File: src/rtl/axis_fifo_wr_arbiter_pkg.sv
// Shared types and constants for the AXI-Stream FIFO write-port arbiter.
package axis_fifo_wr_arbiter_pkg;

  typedef enum logic {
    IDLE = 1'b0,
    XFER = 1'b1
  } arb_state_e;

  // Bits needed to hold values 0..value-1 (clog2(1) is 0).
  function automatic int clog2(input int value);
    int r;
    r = 0;
    for (int v = value - 1; v > 0; v = v >> 1) r++;
    return r;
  endfunction

endpackage

File: src/rtl/axis_fifo_wr_arbiter_if.sv
// Bundles the per-port AXI-Stream inputs and the shared FIFO write side.
//
// Handshake: a stream beat transfers on a rising edge where tvalid and tready
// are both high; a FIFO write happens on every edge where fifo_wr_en is high,
// and fifo_wr_en is never raised while fifo_full is high.
interface axis_fifo_wr_arbiter_if #(
  parameter int NUM_PORTS       = 4,
  parameter int AXIS_DATA_WIDTH = 32
);
  logic [NUM_PORTS*AXIS_DATA_WIDTH-1:0] s_axis_tdata;
  logic [NUM_PORTS-1:0]                 s_axis_tvalid;
  logic [NUM_PORTS-1:0]                 s_axis_tlast;
  logic [NUM_PORTS-1:0]                 s_axis_tready;
  logic [AXIS_DATA_WIDTH-1:0]           fifo_wr_data;
  logic                                 fifo_wr_en;
  logic                                 fifo_full;

  // Arbiter side.
  modport slave (
    input  s_axis_tdata, s_axis_tvalid, s_axis_tlast, fifo_full,
    output s_axis_tready, fifo_wr_data, fifo_wr_en
  );

  // Producers and FIFO side.
  modport master (
    output s_axis_tdata, s_axis_tvalid, s_axis_tlast, fifo_full,
    input  s_axis_tready, fifo_wr_data, fifo_wr_en
  );
endinterface

File: src/rtl/axis_fifo_wr_arbiter_rr_priority_pick.sv
// Round-robin search: first requesting port after last_idx, wrapping modulo NUM_PORTS.
module rr_priority_pick
  import axis_fifo_wr_arbiter_pkg::*;
#(
  parameter int NUM_PORTS = 4,
  parameter int IDX_W     = clog2(NUM_PORTS)
) (
  input  logic [NUM_PORTS-1:0] req,
  input  logic [IDX_W-1:0]     last_idx,
  output logic                 found,
  output logic [IDX_W-1:0]     idx
);

  always_comb begin
    int cand;
    found = 1'b0;
    idx   = last_idx;
    cand  = 0;
    // Explicit subtract rather than %, so non-power-of-two port counts wrap cleanly.
    for (int k = 1; k <= NUM_PORTS; k++) begin
      cand = int'(last_idx) + k;
      if (cand >= NUM_PORTS) cand = cand - NUM_PORTS;
      if (!found && req[cand]) begin
        found = 1'b1;
        idx   = IDX_W'(cand);
      end
    end
  end

endmodule

File: src/rtl/axis_fifo_wr_arbiter.sv
// Round-robin arbiter letting NUM_PORTS AXI-Stream producers share one FIFO write port.
// A grant lasts one packet, BURST_LEN beats, or until the granted producer idles.
module axis_fifo_wr_arbiter
  import axis_fifo_wr_arbiter_pkg::*;
#(
  parameter int AXIS_DATA_WIDTH = 32,
  parameter int NUM_PORTS       = 4,
  parameter int BURST_LEN       = 16,
  parameter int IDX_W           = clog2(NUM_PORTS),
  parameter int CNT_W           = clog2(BURST_LEN + 1)
) (
  input  logic                  aclk,
  input  logic                  aresetn,
  axis_fifo_wr_arbiter_if.slave bus,
  input  logic                  arb_enable,
  output logic                  grant_valid,
  output logic [IDX_W-1:0]      grant_idx,
  output logic [NUM_PORTS-1:0]  port_overflow,
  output arb_state_e            state,
  output logic [CNT_W-1:0]      beat_cnt
);

  logic [IDX_W-1:0] last_idx;
  logic             pick_found;
  logic [IDX_W-1:0] pick_idx;
  logic             sel_valid;
  logic             sel_last;
  logic             wr;

  rr_priority_pick #(
    .NUM_PORTS (NUM_PORTS),
    .IDX_W     (IDX_W)
  ) u_pick (
    .req      (bus.s_axis_tvalid),
    .last_idx (last_idx),
    .found    (pick_found),
    .idx      (pick_idx)
  );

  assign sel_valid   = bus.s_axis_tvalid[grant_idx];
  assign sel_last    = bus.s_axis_tlast[grant_idx];
  assign wr          = (state == XFER) && sel_valid && !bus.fifo_full;
  assign grant_valid = (state == XFER);

  // Zero-latency data path: the granted port's beat goes straight to the FIFO.
  assign bus.fifo_wr_data = bus.s_axis_tdata[grant_idx*AXIS_DATA_WIDTH +: AXIS_DATA_WIDTH];
  assign bus.fifo_wr_en   = wr;

  always_comb begin
    bus.s_axis_tready = '0;
    if (state == XFER) bus.s_axis_tready[grant_idx] = !bus.fifo_full;
  end

  always_ff @(posedge aclk) begin
    if (!aresetn) begin
      state         <= IDLE;
      grant_idx     <= '0;
      last_idx      <= IDX_W'(NUM_PORTS - 1);
      beat_cnt      <= '0;
      port_overflow <= '0;
    end else begin
      case (state)
        IDLE: begin
          if (arb_enable && pick_found) begin
            grant_idx <= pick_idx;
            last_idx  <= pick_idx;
            beat_cnt  <= '0;
            state     <= XFER;
          end
        end
        XFER: begin
          if (sel_valid && bus.fifo_full) port_overflow[grant_idx] <= 1'b1;
          // tlast and a full burst on the same beat collapse into one release.
          if (wr) begin
            beat_cnt <= beat_cnt + CNT_W'(1);
            if (sel_last || beat_cnt == CNT_W'(BURST_LEN - 1)) state <= IDLE;
          end else if (!sel_valid) begin
            state <= IDLE;
          end
        end
        default: state <= IDLE;
      endcase
    end
  end

endmodule

File: src/flat_wrapper.sv
// flat-port wrapper written by rule: the top's interface ports become plain ports
module axis_fifo_wr_arbiter_flat import axis_fifo_wr_arbiter_pkg::*;
#(
  parameter int AXIS_DATA_WIDTH = 32,
  parameter int NUM_PORTS       = 4,
  parameter int BURST_LEN       = 16,
  parameter int IDX_W           = clog2(NUM_PORTS),
  parameter int CNT_W           = clog2(BURST_LEN + 1)
)
  (aclk, aresetn, arb_enable, grant_valid, grant_idx, port_overflow, state, beat_cnt, bus_s_axis_tdata, bus_s_axis_tvalid, bus_s_axis_tlast, bus_fifo_full, bus_s_axis_tready, bus_fifo_wr_data, bus_fifo_wr_en);
  axis_fifo_wr_arbiter_if #(.NUM_PORTS(NUM_PORTS), .AXIS_DATA_WIDTH(AXIS_DATA_WIDTH)) bus_i ();
  input  logic aclk;
  input  logic aresetn;
  input  logic arb_enable;
  output logic grant_valid;
  output logic [IDX_W-1:0] grant_idx;
  output logic [NUM_PORTS-1:0] port_overflow;
  output arb_state_e state;
  output logic [CNT_W-1:0] beat_cnt;
  input wire logic [$bits(bus_i.s_axis_tdata)-1:0] bus_s_axis_tdata;
  input wire logic [$bits(bus_i.s_axis_tvalid)-1:0] bus_s_axis_tvalid;
  input wire logic [$bits(bus_i.s_axis_tlast)-1:0] bus_s_axis_tlast;
  input wire logic [$bits(bus_i.fifo_full)-1:0] bus_fifo_full;
  output wire logic [$bits(bus_i.s_axis_tready)-1:0] bus_s_axis_tready;
  output wire logic [$bits(bus_i.fifo_wr_data)-1:0] bus_fifo_wr_data;
  output wire logic [$bits(bus_i.fifo_wr_en)-1:0] bus_fifo_wr_en;
  assign bus_i.s_axis_tdata = bus_s_axis_tdata;
  assign bus_i.s_axis_tvalid = bus_s_axis_tvalid;
  assign bus_i.s_axis_tlast = bus_s_axis_tlast;
  assign bus_i.fifo_full = bus_fifo_full;
  assign bus_s_axis_tready = bus_i.s_axis_tready;
  assign bus_fifo_wr_data = bus_i.fifo_wr_data;
  assign bus_fifo_wr_en = bus_i.fifo_wr_en;
  axis_fifo_wr_arbiter #(.AXIS_DATA_WIDTH(AXIS_DATA_WIDTH), .NUM_PORTS(NUM_PORTS), .BURST_LEN(BURST_LEN), .IDX_W(IDX_W), .CNT_W(CNT_W)) u_core (.aclk(aclk), .aresetn(aresetn), .bus(bus_i), .arb_enable(arb_enable), .grant_valid(grant_valid), .grant_idx(grant_idx), .port_overflow(port_overflow), .state(state), .beat_cnt(beat_cnt));
endmodule
File: config.mk
export PLATFORM = sky130hd
export DESIGN_NAME = axis_fifo_wr_arbiter_flat
export DESIGN_NICKNAME = d
export VERILOG_FILES = /design/src/rtl/axis_fifo_wr_arbiter_pkg.sv /design/src/rtl/axis_fifo_wr_arbiter_if.sv /design/src/rtl/axis_fifo_wr_arbiter_rr_priority_pick.sv /design/src/rtl/axis_fifo_wr_arbiter.sv /design/src/flat_wrapper.sv
export SDC_FILE = /design/constraint.sdc
export NUM_CORES = 1
export LEC_CHECK = 0
export BUFFER_PORTS_ARGS = -buffer_cell sky130_fd_sc_hd__buf_2
export CORE_UTILIZATION = 30
export DETAILED_ROUTE_END_ITERATION = 8
export GPL_ROUTABILITY_DRIVEN = 0
export PLACE_DENSITY = 0.82
export SLEW_MARGIN = 20
export SYNTH_ARGS = -nofsm -noshare
export SYNTH_HDL_FRONTEND = slang
export SYNTH_SLANG_ARGS = --single-unit
File: constraint.sdc
create_clock -name aclk -period 1.51 [get_ports aclk]
set_input_delay 0.2265 -clock aclk [delete_from_list [all_inputs] [get_ports aclk]]
set_output_delay 0.2265 -clock aclk [all_outputs]
set_load 0.005 [all_outputs]
Yosys cells after proc, flatten, opt, wreduce, memory -nomap -nowiden
Index checks and enable logic that the tools add are counted.

Flip-flop bits (word level): 14. Input port bits: 140. Output and inout port bits: 50. Logic and storage cells: 86.

Add/subtract/negate cells: 9. $lt $le $gt $ge: 10. Equality and inequality tests: 3. Shift-type cells: 1. Multiplexer cells: 39. Bitwise logic cells: 3. Reduce and logical (&&, ||, !) cells: 16.

Operators with widths (count): 32-bit by 4-bit < comparator with 1-bit output, second input constant (4); 32-bit 2-to-1 mux (4); 128-bit by 8-bit indexed part select with 32-bit output (1); 32-bit by 4-bit greater-or-equal comparator with 1-bit output, second input constant (1); 32-bit by 4-bit subtractor with 32-bit output, second input constant (1); 1-bit 2-to-1 mux (19); 1-bit binary-select mux with 2-bit select (6); 5-bit 2-to-1 mux (2); 5-bit one-hot mux with 2 select lines (1); 1-bit logical AND (8); 2-bit 2-to-1 mux (4); 3-bit by 3-bit subtractor with 4-bit output, second input constant (2); 2-bit by 2-bit adder with 3-bit output, second input constant (2); 3-bit greater-or-equal comparator, second input constant (2); 2-bit AND reduction (3); 5-bit by 1-bit adder with 5-bit output, second input constant (1); 5-bit by 4-bit == test with 1-bit output, second input constant (1); 4-bit by 3-bit subtractor with 5-bit output, second input constant (1); 2-bit by 3-bit adder with 4-bit output, second input constant (1); 4-bit bitwise AND (1); 4-bit by 3-bit greater-or-equal comparator with 1-bit output, second input constant (1); 1-bit logical NOT (4); 4-bit 2-to-1 mux (1); 4-bit OR (1); 9 further kinds (9).

Logic depth before layout (Yosys ltp)
Gate-level depths: netlist (run 1).

Word-level depth: 19. Mapped depth: 6. Mapped depth without buffers: 6.

Modules after synthesis
From an unflattened synthesis (run 1), not the netlist that was laid out.

Cells, all modules: 136. Area, all modules: 1581.5 um2.

By module, submodules not included: axis_fifo_wr_arbiter (times used 1, cells each 122, area an instance 1498.9 um2, sequential area each 280.3 um2); rr_priority_pick (times used 1, cells each 14, area an instance 82.6 um2, sequential area each 0.0 um2).

Worst setup path after synthesis (run 1)
No wires, ideal clock.

Path kind: register to register. From: register u_core.beat_cnt[0]. To: register u_core.state, in the netlist u_core.grant_valid. Setup time: 0.092 ns. Arrival time: 1.530 ns. Required time: 1.418 ns. Path slack: -0.112 ns. Cell stages (with the launch flop): 7. Path buffers: 0. Period minus slack after synthesis: 1.622 ns. Cell sequence: dfxtp_1 > ha_1 > and3_1 > ha_1 > a2111oi_0 > a311oi_1 > o32ai_1.

Cells in the longest elaborated chain, start to end: 5.

RTL lines: start: declaration (line axis_fifo_wr_arbiter.sv:20) `output logic [CNT_W-1:0] beat_cnt`; start signal: assignment (line axis_fifo_wr_arbiter.sv:75) `beat_cnt <= beat_cnt + CNT_W'(1);`; 5-bit by 4-bit == test with 1-bit output (line axis_fifo_wr_arbiter.sv:76) `if (sel_last || beat_cnt == CNT_W'(BURST_LEN - 1)) state <= IDLE;`; 1-bit logical OR (line axis_fifo_wr_arbiter.sv:76); 1-bit 2-to-1 mux (line axis_fifo_wr_arbiter.sv:76); 1-bit 2-to-1 mux (line axis_fifo_wr_arbiter.sv:74) `if (wr) begin`; 1-bit one-hot mux with 2 select lines (line axis_fifo_wr_arbiter.sv:62) `case (state)`; end signal: assignment (line axis_fifo_wr_arbiter.sv:76); end signal: assignment (line axis_fifo_wr_arbiter.sv:78) `state <= IDLE;`; end signal: assignment (line axis_fifo_wr_arbiter.sv:81) `default: state <= IDLE;`; end: declaration (line axis_fifo_wr_arbiter.sv:19) `output arb_state_e state,`.

Every way passes these cells. A chain may end at the register's enable or synchronous reset.

Worst setup path in the final report (run 1)
From: register u_core.grant_idx[0]. To: output bus_fifo_wr_data[13].

Cells in the longest elaborated chain, start to end: 1.

RTL lines: start: declaration (line axis_fifo_wr_arbiter.sv:17) `output logic [IDX_W-1:0] grant_idx,`; start signal: assignment (line axis_fifo_wr_arbiter.sv:65) `grant_idx <= pick_idx;`; 128-bit by 8-bit indexed part select with 32-bit output (line axis_fifo_wr_arbiter.sv:46) `assign bus.fifo_wr_data = bus.s_axis_tdata[grant_idx*AXIS_DATA_WIDTH +: AXIS_DATA_WIDTH];`; end: declaration (line flat_wrapper.sv:25) `output wire logic [$bits(bus_i.fifo_wr_data)-1:0] bus_fifo_wr_data;`.

Every way passes these cells.

==> results of run 1 <==
[Yosys cell counts (2+ instances only)]
master,n
and3_1,3
a21oi_1,7
o21ai_0,4
o211ai_1,2
nor2b_1,4
buf_2,4
ha_1,2
nand3b_1,2
dfxtp_1,14
o221ai_1,2
nand3_1,6
a31oi_1,3
mux2i_1,2
or3_1,2
nand2_1,5
nor2_1,5
inv_1,7
mux4_2,32
and2_1,2
buf_4,6
[per-stage QoR]
step,TNS [ns],utilization (%),power (mW)
after global placement,0,54.0,1.18
after floorplan,-0.00844,-,0.824
after CTS,-6.25,56.6,1.60
after detailed placement,-0.0530,54.0,1.20
after global routing,-8.03,57.5,1.70
final,-5.71,57.6,1.61
[routing by layer]
| layer | wire, µm | share of wire (%) |
|---|---|---|
| met1 | 2450 | 37 |
| met2 | 3670 | 55 |
| met3 | 515 | 7.7 |
| met4 | 23 | 0.34 |
| met5 | 13 | 0.19 |
[kinds of logic after synthesis]
family,after synthesis,share of synthesized area (%)
mux,36,49.5
simple gates,33,12.4
compound gates,26,12.0
buf+inv,19,6.38
flops,14,18.1
fa+ha+maj,2,1.62
[power by group through the flow]
stage,registers [mW],clock network [mW],logic (mW)
floorplan,0.411,0,0.412
global placement,0.414,0,0.765
detailed placement,0.416,0,0.782
CTS,0.411,0.368,0.818
global route,0.416,0.380,0.904
finish,0.412,0.368,0.832
[cell type report]
type | instances | area [µm²] | area share [%]
inverter | 8 | 30.0 | 1.08
tap | 67 | 83.8 | 3.00
timing repair buffer | 201 | 1120 | 40.2
clock buffer | 4 | 55.1 | 1.97
sequential | 14 | 287 | 10.3
antenna | 2 | 5.00 | 0.179
multi-input combinational | 97 | 1210 | 43.3
[critical path: cells and delay by family (launching register included)]
kind / cells / cell delay [ns]
buf+inv: 2 / 0.31
mux: 1 / 0.52
flops: 1 / 0.40
[timing repair]
item / in CTS / in global routing
buffers inserted: 3 / 0
gates cloned: 1 / 0
endpoints found under the setup margin: 38 / 41
gates resized for setup: 7 / 8
pin swaps: 7 / 2
endpoints found under the hold margin: 0 / 0
[state kept, by name (all words and copies together), names as in the netlist]
| signal | count |
|---|---|
| u_core.beat_cnt | 5 |
| u_core.port_overflow | 4 |
| u_core.grant_idx | 2 |
| u_core.last_idx | 2 |
| u_core.grant_valid | 1 |
[how the worst min path moves through the flow]
| stage | startpoint | endpoint | slack (ns) | depth (start not counted) |
|---|---|---|---|---|
| finish | aresetn | u_core.last_idx[1]$_SDFFE_PN1P_ | 0.22 | 2 |
| global route | aresetn | u_core.last_idx[1]$_SDFFE_PN1P_ | 0.24 | 2 |
| CTS | aresetn | u_core.last_idx[1]$_SDFFE_PN1P_ | 0.22 | 2 |
| detailed placement | u_core.port_overflow[1]$_SDFFE_PN0P_ | u_core.port_overflow[1]$_SDFFE_PN0P_ | 0.45 | 2 |
| global placement | u_core.port_overflow[1]$_SDFFE_PN0P_ | u_core.port_overflow[1]$_SDFFE_PN0P_ | 0.45 | 2 |
| floorplan | aresetn | u_core.last_idx[1]$_SDFFE_PN1P_ | 0.30 | 1 |
==> impl_metrics.toml, run 1 <==
[floorplanning]
rows = 25
die-area_um2 = 5450
design.core.area_um2 = 4850
ios = 190
die_x_um = 73.9
start_util_pct = 31.9
dieHeight_um = 73.9

[min_path]
hp-class = "primary input to register"

[yosys]
yosysUniqueCellTypes = 36
synth_nets = 272
yosysSeqAreaShare_pct = 18.1
netlist.area_leader.share_pct = 46.5
async_flop_share_pct = 0
ys_ff_latch = 14
syn-cell-area_um2 = 1550
syn_area_per_cell_um2 = 11.9
synth_top_area_cell = "mux4_2"
synthTopCellsByArea = "mux4_2 47%, dfxtp_1 18%, buf_4 2.9%"
yosys_warnings = 0
synth_ff_type = "dfxtp_1"
synthCells = 130
synth_edf_count = 0

[clock_network]
cts_max_level = 1
cts_hold_buf = 0
cts_made_buffers = 3
clock_latency_ns = 0.24
clock-sinks = 14
cts.clk_slew.worst_paths_ns = 0.06
clockRootBuffer = "clkbuf_8"
tritoncts = "yes"
clockBufferDepth = 2

[flow_run]
cap_violations = 0

[power]
comb_power_share_pct = 51.6
intPower_mw = 1.14
p_clk_share_pct = 22.8
ir_drop_v = 0.000398
swShare_pct = 29.4
p_leak_nw = 1.36
power.net_switching_mw = 0.474
power.density_nw_per_um2 = 577
seqPwrFrac_pct = 25.6

[detailed_routing]
route.vias.total = 2012
finalWirelength_mm = 6.67
wl_per_cell_um = 17.0
avgViaCountPerCell = 5.12
drt-pass1-iter-count = 7
ant_nets = 0
drt_iter0_markers = 84
drc = 0

[cells_and_area]
drive_gt1_share_pct = 77.2
final_nets = 467
fillers = 438
final_cells = 393
final_common_cell = "buf_2"
fin_area_um2 = 2790
final_cell_mix = "185 x buf_2, 32 x mux4_2, 11 x dfxtp_1, 7 x a21oi_1, 7 x buf_4"
area_delta_synth_final_pct = 80.3

[setup_path]
r2r.worst_path.cells = 6
path_cells = "buf_12 > mux4_2 > buf_6"
slowest_stage = "mux4_2"
startpoint = "u_core.grant_idx[0]$_SDFFE_PN0P_"
setup.worst_path.class = "register to primary output"
r2r_slack_ns = -0.06
required_ns = 1.28
crit_end = "bus_fifo_wr_data[13]"
arrival_ns = 1.48
r2r-start = "u_core.grant_idx[0]$_SDFFE_PN0P_"
critical_path.max_stage_delay_ns = 0.52
startpoint_type = "register"
r2r-end = "u_core.beat_cnt[3]$_SDFFE_PN0P_"
cp_max_fo = 12
end_kind = "primary output"

[grt]
grt_first_pass_wirelength_mm = 9.20
grt_use_met3_pct = 4.80
antenna_found_initial = 3
grt_start_max_net_pins = 26
gr-usage-met2_pct = 43.1
grt_overflow = 0
grt-busiest-layer = "met2"
grt_usage_pct = 22.4
grt_util_met1_pct = 25.9
grt_pass1_vias = 1882

[timing]
holdWs_ns = 0.218
fmax_mhz = 586
slew_violations = 0
fin_ws_ns = -0.196
setup_violations = 38
worst_slew_pin_slew_ns = 0.285
period_minus_slack_ns = 1.71
worst_clock_skew_ns = 0.00124
relSlewSlack_pct = 80.8
finalCritPeriodShare_pct = 113
finalHoldViolations = 0
grt_setup_unrepaired = "yes"

[place]
placedCellCount = 383
port_buffers = 189
dp.final_hpwl_mm = 5.56
placed_area_um2 = 2620
place_ws_ns = -0.0530

[status]
violations = "setup timing"
status = "complete, but fails checks"
(Power assumes the default switching activity.)
==> run 2, diff against run 1 <==
--- a/config.mk
+++ b/config.mk
@@ -5,8 +5,10 @@
 export SDC_FILE = /design/constraint.sdc
 export NUM_CORES = 1
 export LEC_CHECK = 0
+export ABC_AREA = 1
 export BUFFER_PORTS_ARGS = -buffer_cell sky130_fd_sc_hd__buf_2
-export CORE_UTILIZATION = 30
+export CORE_ASPECT_RATIO = 1.4
+export CORE_UTILIZATION = 31
 export DETAILED_ROUTE_END_ITERATION = 8
 export GPL_ROUTABILITY_DRIVEN = 0
 export PLACE_DENSITY = 0.82
==> run 2 against run 1 <==
  * Flip-flop and latch count stayed put
  * Clock power is 4% higher
  * Cell count is 39% higher
  * Combinational power grew to 2.6 times the previous value
  * First-iteration DRC count is 62% higher
  * Register-to-register slack worse by 0.03 ns
  * Critical path depth is 3 higher
  * Cell area is 14% higher
  * The flow still finishes with violations (setup timing)
==> impl_metrics.toml, run 2 <==
[status]
status = "complete, but fails checks"
violations = "setup timing"

[clock_network]
clock_latency_ns = 0.26
tritoncts = "yes"
clockBufferDepth = 2
cts.clk_slew.worst_paths_ns = 0.06
cts_made_buffers = 3
clock-sinks = 14
cts_max_level = 1
clockRootBuffer = "clkbuf_8"

[setup_path]
r2r-start = "u_core.grant_idx[0]$_SDFFE_PN0P_"
cp_max_fo = 14
required_ns = 1.28
slowest_stage = "dfxtp_2"
path_cells = "buf_4 > nor2_4 > buf_6 > a22oi_1 > nand3_1 > buf_2"
startpoint_type = "register"
path_delay_family = "buffers and inverters"
arrival_ns = 1.42
startpoint = "u_core.grant_idx[1]$_SDFFE_PN0P_"
critical_path.max_stage_delay_ns = 0.34
worst-path-buf-inv = 3
setup.worst_path.class = "register to primary output"
end_kind = "primary output"

[flow_run]
cap_violations = 0

[cells_and_area]
final_cells = 546
largest_register = "u_core.beat_cnt"
diodes = 0
area_delta_synth_final_pct = 91.6
final_common_cell = "buf_2"
drive_gt1_share_pct = 61.7
largest_register_ff_count = 5
final_nets = 623
reg.largest.list = "u_core.beat_cnt x5, u_core.port_overflow x4"
final_cell_mix = "189 x buf_2, 73 x nand2_1, 50 x a22oi_1, 29 x buf_4, 18 x nand3_1"
fillers = 457
final_core_util_pct = 61.6

[yosys]
syn-cell-area_um2 = 1660
synth_edf_count = 0
syn_area_per_cell_um2 = 6.26
yosysUniqueCellTypes = 32
synthCells = 265
yosys_warnings = 0
async_flop_share_pct = 0
yosysSeqAreaShare_pct = 16.9
netlist.area_leader.share_pct = 24.9
synth_top_area_cell = "a22oi_1"
ys_ff_latch = 14
synth_common_cells = "84 x nand2_1, 55 x a22oi_1, 18 x nand3_1, 14 x dfxtp_1, 13 x inv_1"
synth_nets = 407
synth_ff_type = "dfxtp_1"
synthTopCellsByArea = "a22oi_1 25%, nand2_1 19%, dfxtp_1 17%"
yosysMostFrequentCell = "nand2_1"

[timing]
holdWs_ns = 0.241
finalCritPeriodShare_pct = 109
setup_violations = 37
grt_setup_unrepaired = "yes"
fin_ws_ns = -0.141
slew_violations = 0
relSlewSlack_pct = 77.4
fmax_mhz = 606
finalHoldViolations = 0
worst_clock_skew_ns = 0.000585
period_minus_slack_ns = 1.65
worst_slew_pin_slew_ns = 0.337

[floorplanning]
ios = 190
start_util_pct = 32.2
die-area_um2 = 5650
die_x_um = 63.8
rows = 31
design.core.area_um2 = 5160
dieHeight_um = 88.6

[place]
placedCellCount = 533
dp.final_hpwl_mm = 6.26
port_buffers = 189

[detailed_routing]
avgViaCountPerCell = 5.22
ant_nets = 0
drc = 0
finalWirelength_mm = 8.20
drt_iter0_markers = 136
wl_per_cell_um = 15.0
route.vias.total = 2848
drt-pass1-iter-count = 4

[power]
power.net_switching_mw = 1.33
comb_power_share_pct = 72.0
power.density_nw_per_um2 = 962
swShare_pct = 43.5
intPower_mw = 1.73
ir_drop_v = 0.000828
p_clk_share_pct = 12.5
power_mw = 3.06
p_leak_nw = 1.69
seqPwrFrac_pct = 15.5

[grt]
grt_start_max_net_pins = 19
grt_overflow = 0
grt_first_pass_wirelength_mm = 11.1
grt_usage_pct = 25.1
antenna_found_initial = 0
grt_pass1_vias = 2399

[min_path]
hp-class = "primary input to register"
hold_start = "aresetn"
-- run 2: logic make-up after synthesis --
logic type	Yosys count	synth area share, %
AO/OA/AOI/OAI	77	33.6
XOR/XNOR	2	1.06
adder cells (fa/ha/maj)	2	1.51
buffers and inverters	40	11.0
flip-flops	14	16.9
AND/OR/NAND/NOR	130	36.0
-- run 2: stage by stage --
stage / setup TNS (ns) / cell area [µm²] / worst slack [ns]
final: -3.02 / 3180 / -0.141
after global routing: -6.14 / 3180 / -0.185
after CTS: -3.12 / 2960 / -0.140
after detailed placement: -0.894 / 2840 / -0.160
after global placement: -0.185 / 2840 / -0.0495
after floorplan: 0 / 1660 / 0.105
-- run 2: routing by layer --
metal | GRT usage, % | up-vias | routed length [µm]
li1 | - | 1366 | -
met2 | 48.3 | 165 | 4410
met3 | 5.93 | 16 | 723
met5 | 0 | - | 0
met1 | 25.4 | 1301 | 2880
met4 | 11.4 | 0 | 181
-- run 2: worst paths after layout --
| kind | slack, ns | end | depth (start not counted) |
|---|---|---|---|
| worst max-delay path | -0.14 | bus_fifo_wr_data[21] | 6 |
| worst max register to register | -0.09 | u_core.beat_cnt[1]$_SDFFE_PN0P_ | 9 |
| worst min register to register | 0.46 | u_core.port_overflow[3]$_SDFFE_PN0P_ | 2 |
| worst min-delay path | 0.24 | u_core.last_idx[1]$_SDFFE_PN1P_ | 2 |
-- run 2: area by class of cell --
cell class | instances | area, µm² | share of cell area (%)
Clock buffer | 4 | 55.1 | 1.73
Inverter | 22 | 85.1 | 2.68
Multi-Input combinational cell | 212 | 1370 | 42.9
Sequential cell | 14 | 294 | 9.25
Tap cell | 66 | 82.6 | 2.60
Timing Repair Buffer | 228 | 1300 | 40.8
-- run 2: power by group through the flow --
stage               logic [mW]  clock network, mW  registers [mW]
global route              2.39              0.398           0.481
detailed placement        1.88                  0           0.463
finish                    2.20              0.383           0.474
global placement          1.85                  0           0.460
floorplan                 1.02                  0           0.437
CTS                       1.97              0.387           0.463
-- run 2: repair_timing --
| action | in CTS | in global routing |
|---|---|---|
| setup buffers | 2 | 6 |
| gates resized for setup | 20 | 42 |
| cloned | 0 | 1 |
| pin swaps | 2 | 15 |
| hold buffers | 0 | 0 |
| endpoints found under the setup margin | 46 | 48 |
-- run 2: worst reg2reg max path, cell delays in order (launching register included) --
cell and delay, ns:
dfxtp_2 0.35, buf_12 0.13, nor2_4 0.18, a22oi_2 0.12
nand2_1 0.11, nand2_2 0.09, buf_4 0.15, buf_4 0.14
a21boi_2 0.16, nor2_1 0.07
